**src/rtl/sirv_rst_seq_ctrl.sv**
```systemverilog
// rtl/sirv_rst_seq_ctrl.sv - staged domain reset release sequencer
// Holds all domains in reset, waits for PLL lock, then releases domains 0, 1, 2 in turn.
module sirv_rst_seq_ctrl #(
  parameter int HOLD_CYC = 16,
  parameter int STEP_CYC = 8
) (
  input  logic       clock,
  input  logic       reset,
  input  logic       test_mode,
  input  logic       pll_lock,
  input  logic       sw_rst_req,
  input  logic       wdog_rst_req,
  output logic       rst_dom0,
  output logic       rst_dom1,
  output logic       rst_dom2,
  output logic       seq_busy,
  output logic       seq_done,
  output logic [1:0] rst_cause
);

  typedef enum logic [2:0] {
    ST_HOLD,
    ST_LOCK,
    ST_STEP1,
    ST_STEP2,
    ST_RUN
  } state_t;

  localparam logic [7:0] HOLD_LAST = 8'(HOLD_CYC - 1);
  localparam logic [7:0] STEP_LAST = 8'(STEP_CYC - 1);

  localparam logic [1:0] CAUSE_SW   = 2'd1;
  localparam logic [1:0] CAUSE_WDOG = 2'd2;
  localparam logic [1:0] CAUSE_LOCK = 2'd3;

  state_t     state_q, state_d;
  logic [7:0] cnt_q, cnt_d;
  logic       pll_sync_q, pll_sync_d;
  logic       lock_s_q, lock_s_d;
  logic [1:0] cause_q, cause_d;
  logic       rst_dom0_q, rst_dom0_d;
  logic       rst_dom1_q, rst_dom1_d;
  logic       rst_dom2_q, rst_dom2_d;
  logic       seq_busy_q, seq_busy_d;
  logic       seq_done_q, seq_done_d;
  logic       lock_loss;
  logic       restart;

  always_comb begin
    pll_sync_d = pll_lock;
    lock_s_d   = pll_sync_q;
    state_d    = state_q;
    cnt_d      = cnt_q;
    cause_d    = cause_q;

    // Lock loss only matters once the domains are all running.
    lock_loss = (state_q == ST_RUN) && !lock_s_q;
    restart   = wdog_rst_req || sw_rst_req || lock_loss;

    case (state_q)
      ST_HOLD: begin
        if (cnt_q == HOLD_LAST) begin
          state_d = ST_LOCK;
          cnt_d   = 8'd0;
        end else begin
          cnt_d = cnt_q + 8'd1;
        end
      end
      ST_LOCK: begin
        if (lock_s_q) begin
          state_d = ST_STEP1;
          cnt_d   = 8'd0;
        end
      end
      ST_STEP1: begin
        if (cnt_q == STEP_LAST) begin
          state_d = ST_STEP2;
          cnt_d   = 8'd0;
        end else begin
          cnt_d = cnt_q + 8'd1;
        end
      end
      ST_STEP2: begin
        if (cnt_q == STEP_LAST) begin
          state_d = ST_RUN;
          cnt_d   = 8'd0;
        end else begin
          cnt_d = cnt_q + 8'd1;
        end
      end
      ST_RUN: begin
        cnt_d = 8'd0;
      end
      default: begin
        state_d = ST_HOLD;
        cnt_d   = 8'd0;
      end
    endcase

    if (restart) begin
      state_d = ST_HOLD;
      cnt_d   = 8'd0;
      if (wdog_rst_req)   cause_d = CAUSE_WDOG;
      else if (lock_loss) cause_d = CAUSE_LOCK;
      else                cause_d = CAUSE_SW;
    end

    // Outputs are decoded from the next state so they change on the transition edge.
    rst_dom0_d = !((state_d == ST_STEP1) || (state_d == ST_STEP2) || (state_d == ST_RUN));
    rst_dom1_d = !((state_d == ST_STEP2) || (state_d == ST_RUN));
    rst_dom2_d = (state_d != ST_RUN);
    seq_busy_d = (state_d != ST_RUN);
    seq_done_d = (state_d == ST_RUN) && (state_q != ST_RUN);
  end

  always_ff @(posedge clock) begin
    if (reset) begin
      state_q    <= ST_HOLD;
      cnt_q      <= 8'd0;
      pll_sync_q <= 1'b0;
      lock_s_q   <= 1'b0;
      cause_q    <= 2'd0;
      rst_dom0_q <= 1'b1;
      rst_dom1_q <= 1'b1;
      rst_dom2_q <= 1'b1;
      seq_busy_q <= 1'b1;
      seq_done_q <= 1'b0;
    end else begin
      state_q    <= state_d;
      cnt_q      <= cnt_d;
      pll_sync_q <= pll_sync_d;
      lock_s_q   <= lock_s_d;
      cause_q    <= cause_d;
      rst_dom0_q <= rst_dom0_d;
      rst_dom1_q <= rst_dom1_d;
      rst_dom2_q <= rst_dom2_d;
      seq_busy_q <= seq_busy_d;
      seq_done_q <= seq_done_d;
    end
  end

  // DFT bypass: domain resets follow the block reset directly.
  assign rst_dom0  = test_mode ? reset : rst_dom0_q;
  assign rst_dom1  = test_mode ? reset : rst_dom1_q;
  assign rst_dom2  = test_mode ? reset : rst_dom2_q;
  assign seq_busy  = seq_busy_q;
  assign seq_done  = seq_done_q;
  assign rst_cause = cause_q;

endmodule

```
**config.mk**
```make
export PLATFORM = sky130hd
export DESIGN_NAME = sirv_rst_seq_ctrl
export DESIGN_NICKNAME = d
export VERILOG_FILES = /design/src/rtl/sirv_rst_seq_ctrl.sv
export SDC_FILE = /design/constraint.sdc
export NUM_CORES = 1
export LEC_CHECK = 0
export BUFFER_PORTS_ARGS = -buffer_cell sky130_fd_sc_hd__buf_2
export CAP_MARGIN = 0
export CORE_MARGIN = 2
export CORE_UTILIZATION = 45
export DETAILED_ROUTE_END_ITERATION = 12
export PLACE_DENSITY = 0.72
export SETUP_SLACK_MARGIN = 0.15
export SLEW_MARGIN = 25
export SYNTH_ARGS = -nofsm -noshare
export SYNTH_HDL_FRONTEND = slang
export SYNTH_SLANG_ARGS = --single-unit
export TNS_END_PERCENT = 20
```
**constraint.sdc**
```tcl
create_clock -name clock -period 4.4 [get_ports clock]
set_clock_uncertainty 0.2 [all_clocks]
set_input_delay 0.66 -clock clock [delete_from_list [all_inputs] [get_ports clock]]
set_output_delay 0.66 -clock clock [all_outputs]
set_load 0.02 [all_outputs]
```
==> summary.txt, run 1 <==
Outcome
  – Status: complete, no violations

Pwr
  – Pleak: 0.398 nW
  – PnR Total Power: 0.000282 W
  – Internal: 0.000215 W
  – Flop pwr share: 62.3%
  – PD cells: 270 nW/um2
  – Comb power frac: 5.9%
  – Clock power frac: 31.8%
  – Switching share of total power: 23.9%
  – Switch Pwr: 0.0000673 W
  – Worst vdd ir: 193 uV

Worst setup path
  – Slowest stage cell, crit path: buf_2
  – Crit Path Category: primary input to primary output
  – Startpoint types: primary input
  – CP endpoint kind: primary output
  – CP Cell Sequence: buf_2 -> nand2_1 -> o21ai_0 -> buf_2
  – Required @ worst endpoint: 3540 ps
  – Arrival time worst endpoint: 1150 ps
  – CP peak stage delay: 190 ps
  – Most Frequent Cell on Critical Path: buf_2
  – Crit path max fanout: 6

Synthesis
  – Synth top area cells: dfxtp_1 (40%), nand2_1 (3.9%), a21oi_1 (3.1%)
  – Cells after Synth: 110
  – Post-synth cell types: 41
  – Register area share after synthesis: 39.8%
  – Yosys Warn Count: 0
  – Syn_area_per_cell: 8.68 um2
  – Netlist Area Pre-Place: 955 um2
  – Yosys reg bits: 19
  – Number of synthesized flops with an enable pin: 0
  – Post-synth net total: 117
  – Synth top area share: 39.8%
  – Post-synth ARST share: 0%
  – Commonest cells post-synth: dfxtp_1 (19), nand2_1 (10), nor2_1 (7)
  – Largest area contributor in the netlist: dfxtp_1
  – Most frequent cell after synthesis: dfxtp_1
  – Dominant synthesized flop cell: dfxtp_1

STA
  – Fmax: 497 MHz
  – Slew Limit Fails: 0
  – Slew HR: 65.6%
  – Worst slew pin tran: 516 ps
  – Final Setup Violations: 0
  – Fin Setup TNS: 0 ps
  – Final hold vios: 0
  – RSZ-0062 raised after global routing: false
  – Period utilization: 45.7%
  – Worst hold slack: 263 ps
  – Min Tclk post-route: 2010 ps

Finish
  – Layout Utilization: 52.8%
  – Share of cells above drive strength 1: 24.8%
  – Seq. cell area: 380 um2
  – Layout area overhead: 9.57%
  – Multi-input gate area: 522 um2
  – Fillcell total: 195
  – Ant. Diodes: 0
  – NumNets Final: 129

CTS
  – Clk_lat worst skew: 300 ps
  – CTS clk-pin slew, worst paths: 100 ps
  – H-tree levels: 1
  – Cts bufs inserted: 3
  – Post-cts resize count: 0
  – CTS tree: done
  – CTS sink cnt: 19
  – Root Driver: clkbuf_4
  – Setup bufs post-CTS: 0
  – Cts hold-fix bufs: 0
  – Max clock buf depth: 2

GRT
  – GRT overflow: 0
  – Vias in the first global route: 733
  – First-pass GRT wire length: 3240 um
  – Gr usage total: 16.7%
  – Initial antenna violation count: 0
  – Largest net degree at the start of global routing: 12

Route
  – WL final: 1860 um
  – Remaining DRCs: 0
  – DR vias: 817
  – Drt pass-1 iters: 4
  – Post-route ant nets: 0
  – Vias/cell: 5.52
  – DR iter-0 viols: 22
  – Routed len/inst: 12.5 um

Die
  – Die area: 2510 um2
  – Die height: 50.1 um
  – Initial Util: 48.2%
  – Core area: 1980 um2
  – # IOs: 13
  – Row count: 16
  – Die X: 50.1 um

Job
  – Max_cap viols: 0

Placement
  – DP HPWL: 1390 um
  – GPL Wtd Cong: 0.755
  – Buffers added on ports: 12

Worst hold path
  – Worst min path class: flop to flop
-- critical path, delay by kind of cell --
| family | cells | cell delay, ps |
|---|---|---|
| AO/OA/AOI/OAI | 1 | 70 |
| AND/OR/NAND/NOR | 1 | 90 |
| buffers and inverters | 2 | 330 |
-- stage by stage --
stage / worst slack (ps) / area, um2 / instances
floorplan: 2390 / 955 / 110
finish: 2390 / 1050 / 148
detailed placement: 2370 / 1020 / 144
global placement: 2420 / 1020 / 144
CTS: 2380 / 1050 / 148
global route: 2320 / 1050 / 148
-- power by group through the flow --
stage	registers, W	logic (W)	clock network [W]
5_1_grt	0.000176	0.0000184	0.0000998
3_3_place_gp	0.000180	0.0000162	0
3_5_place_dp	0.000180	0.0000168	0
2_1_floorplan	0.000181	0.00000842	0
4_1_cts	0.000176	0.0000169	0.0000926
6_report	0.000176	0.0000166	0.0000897
-- flip-flops by register name, indices dropped and copies added, names as in the netlist --
name,flops
rst_dom1_q,1
rst_cause,2
lock_s_q,1
state_q,3
rst_dom0_q,1
seq_done,1
cnt_q,8
lock_s_d,1
seq_busy,1
-- path summary, 6_finish.rpt --
kind                            slack, ps  cells past startpoint               endpoint                   from
worst min register to register        260                      1    lock_s_q$_SDFF_PP0_    lock_s_d$_SDFF_PP0_
worst max-delay path                 2390                      4               rst_dom0                  reset
worst max register to register       2500                      5  cnt_q[6]$_SDFFE_PP0P_  cnt_q[0]$_SDFFE_PP0P_
worst min-delay path                  260                      1    lock_s_q$_SDFF_PP0_    lock_s_d$_SDFF_PP0_
-- cells in the final DEF (no fill, tap or decap), types with 2 or more instances in the layout --
| master | n |
|---|---|
| o21ai_0 | 3 |
| a31oi_1 | 3 |
| nor2_1 | 7 |
| inv_1 | 6 |
| o21ai_1 | 3 |
| or4_1 | 2 |
| a211oi_1 | 2 |
| a211oi_2 | 2 |
| a21oi_1 | 6 |
| nand2_1 | 10 |
| and2_1 | 2 |
| nand3_1 | 6 |
| nor2b_1 | 2 |
| clkbuf_4 | 3 |
| nor3_1 | 2 |
| buf_2 | 12 |
| nand2b_1 | 3 |
| a21oi_2 | 2 |
| nand4_1 | 4 |
| nor3b_1 | 2 |
| dfxtp_1 | 19 |
-- cells by family after synthesis --
logic type | after synthesis | share of synthesized area (%)
AOI/OAI and AO/OA | 27 | 20.4
xor gates and xnor gates | 1 | 0.918
adders and majority gates | 1 | 1.31
buffers and inverters | 11 | 5.50
DFF | 19 | 39.8
muxes | 1 | 1.05
and+or+nand+nor | 50 | 30.9
-- layout make-up --
type,instances,area share (%)
Clock buffer,3,2.15
Multi-Input combinational cell,80,49.9
Timing Repair Buffer,12,5.74
Tap cell,27,3.23
Inverter,6,2.15
Clock inverter,1,0.478
Sequential cell,19,36.4
-- metal layers --
metal | GRT usage (%) | vias to the layer above | part of all wire (%)
met3 | 3.64 | 4 | 5.1
met5 | 0 | - | 0
met2 | 25.7 | 20 | 46
met4 | 7.87 | 0 | 1.5
li1 | - | 415 | -
met1 | 22.0 | 378 | 47
Power figures use the tool's default switching activity.
==> run 2, diff against run 1 <==
--- a/config.mk
+++ b/config.mk
@@ -10,7 +10,7 @@
 export CORE_MARGIN = 2
 export CORE_UTILIZATION = 45
 export DETAILED_ROUTE_END_ITERATION = 12
-export PLACE_DENSITY = 0.72
+export PLACE_DENSITY = 0.74
 export SETUP_SLACK_MARGIN = 0.15
 export SLEW_MARGIN = 25
 export SYNTH_ARGS = -nofsm -noshare
==> constraint.sdc (replaced) <==
create_clock -name clock -period 1.65 [get_ports clock]
set_clock_uncertainty 0.2 [all_clocks]
set_input_delay 0.2475 -clock clock [delete_from_list [all_inputs] [get_ports clock]]
set_output_delay 0.2475 -clock clock [all_outputs]
set_load 0.02 [all_outputs]
==> run 2 against run 1 <==
Compared with the run above:
- routed wire length rose by 12%
- final cell count rose by 12%
- total power rose to 2.7 times the previous value
- critical path type is now flop to flop
- highest routed layer unchanged
==> summary.txt, run 2 (synthesis results as in run 1) <==
Outcome
  – Status: complete, no violations

STA
  – Fmax: 623 MHz
  – Final worst-path setup slack: 45.2 ps (-2340 ps)
  – Slew HR: 74.4% (+8.8 points)
  – Worst slew pin tran: 384 ps (-132 ps)
  – Period utilization: 97.3%
  – Min Tclk post-route: 1600 ps
  – RSZ-0062 raised after global routing: true
  – Worst hold slack: 41.6 ps (-221 ps)
  – Final hold vios: 0 (unchanged)
  – Final Setup Violations: 0 (unchanged)
  – Slew Limit Fails: 0 (unchanged)

Pwr
  – Pleak: 0.500 nW (+26%)
  – Worst vdd ir: 445 uV (+130%)
  – PD cells: 604 nW/um2 (+120%)

Route
  – WL final: 2080 um (+12%)
  – DR iter-0 viols: 33 (+50%)
  – Drt pass-1 iters: 4 (unchanged)
  – Post-route ant nets: 0 (unchanged)
  – Vias/cell: 5.45 (-1.3%)
  – DR vias: 904 (+11%)
  – Remaining DRCs: 0 (unchanged)
  – Routed len/inst: 12.5 um (-0.28%)

Die
  – Die height: 50.1 um (unchanged)
  – Die area: 2510 um2 (unchanged)
  – Initial Util: 48.2% (unchanged)
  – Core area: 1980 um2 (unchanged)
  – # IOs: 13 (unchanged)
  – Die X: 50.1 um (unchanged)
  – Row count: 16 (unchanged)

GRT
  – First-pass GRT wire length: 3730 um (+15%)
  – GRT overflow: 0 (unchanged)
  – Largest net degree at the start of global routing: 12 (unchanged)
  – Initial antenna violation count: 0 (unchanged)
  – Vias in the first global route: 879 (+20%)
  – Gr usage total: 19.1% (+2.4 points)

Worst hold path
  – Worst min path class: primary input to flop

Finish
  – NumNets Final: 147 (+14%)
  – Largest Register: cnt_q
  – Commonest non-fill, non-tap cell in the layout: buf_4
  – Share of cells above drive strength 1: 42.4% (+18 points)
  – Ant. Diodes: 0 (unchanged)
  – Layout area overhead: 31.5%
  – Fillcell total: 153 (-22%)
  – Most frequent cells in the layout: buf_4 (16), buf_2 (12), dfxtp_1 (11), nand2_1 (10), nor2_1 (7)
  – Max FFs per register: 8 (unchanged)
  – Post-route cell area: 1250 um2 (+20%)

Worst setup path
  – Required @ worst endpoint: 1650 ps (-1890 ps)
  – CP endpoint kind: flop
  – Crit Path Category: flop to flop
  – Startpoint types: flop
  – Arrival time worst endpoint: 1610 ps (+460 ps)
  – Crit path max fanout: 3 (-3)

CTS
  – Root Driver: clkbuf_4
  – Cts bufs inserted: 3 (unchanged)
  – CTS tree: done
  – Clk_lat worst skew: 310 ps (about the same)
  – CTS clk-pin slew, worst paths: 110 ps (about the same)
  – Max clock buf depth: 2 (unchanged)
  – H-tree levels: 1 (unchanged)
  – CTS sink cnt: 19 (unchanged)

Placement
  – Placement Setup Slack: -5.06 ps (-2380 ps)
  – Placed inst area: 1130 um2 (+11%)
  – DP HPWL: 1530 um (+11%)
  – GPL Wtd Cong: 0.885 (+17%)
  – Buffers added on ports: 12 (unchanged)

Job
  – Max_cap viols: 0 (unchanged)
run 2: changes by cell type in the layout (fill, tap and decap cells not counted), moves of 2 or more:
| cell | delta |
|---|---|
| buf_4 | +16 |
| dfxtp_1 | -8 |
| dfxtp_2 | +4 |
| dfxtp_4 | +4 |
| dlygate4sd3_1 | +2 |
| o21ai_0 | -2 |
| o21ai_1 | +2 |
run 2: metrics by stage:
stage	TNS, ps	std cells	power (W)	utilization [%]
floorplan	0	110	0.000506	-
global placement	0	156	0.000527	57.3
detailed placement	-5.06	156	0.000530	57.3
finish	0	166	0.000758	63.3
CTS	0	166	0.000761	62.1
global route	-71.0	166	0.000793	63.3
run 2: final cells by class:
cell class	count	area, um2	share of cell area, %
multi-input combinational	80	571	45.5
sequential	19	400	31.9
timing repair buffer	30	200	16.0
tap	27	33.8	2.69
clock buffer	3	22.5	1.79
inverter	6	22.5	1.79
clock inverter	1	5.00	0.399
run 2: layer usage:
metal	track usage, %	vias to the layer above	share of wire (%)
met5	0	-	0
met4	8.80	0	2.3
met3	3.03	7	3.5
met2	30.9	22	46
met1	24.7	421	48
li1	-	454	-
run 2: path summary, 6_finish.rpt:
kind                                            start                        end  slack [ps]  cells after the start
worst max-delay path            cnt_q[5]$_SDFFE_PP0P_      state_q[0]$_SDFF_PP0_          50                      4
worst min-delay path                     wdog_rst_req  rst_cause[1]$_SDFFE_PP0P_          40                      3
worst max register to register  cnt_q[5]$_SDFFE_PP0P_      state_q[0]$_SDFF_PP0_          50                      4
worst min register to register    lock_s_d$_SDFF_PP0_        lock_s_q$_SDFF_PP0_         250                      1
run 2: report_power, final:
part	switching [W]	total, W	internal (W)
combinational	0.0000302	0.0000563	0.0000261
sequential	0.00000437	0.000463	0.000459
clock	0.000148	0.000238	0.0000905
total	0.000182	0.000758	0.000576
run 2: worst max-delay path, cell delays in order, from the launching register on:
cell and delay, ps:
dfxtp_2 350, or4_4 580, o22ai_2 130, a211oi_2 100, and2_1 140
run 2: timing repair:
item | 4_1_cts | 5_1_grt
hold buffers | 2 | 0
pin swaps | 4 | 8
resized for setup | 9 | 8
endpoints found under the hold margin | 2 | 0
setup endpoints to repair | 13 | 17
buffers inserted | 4 | 0
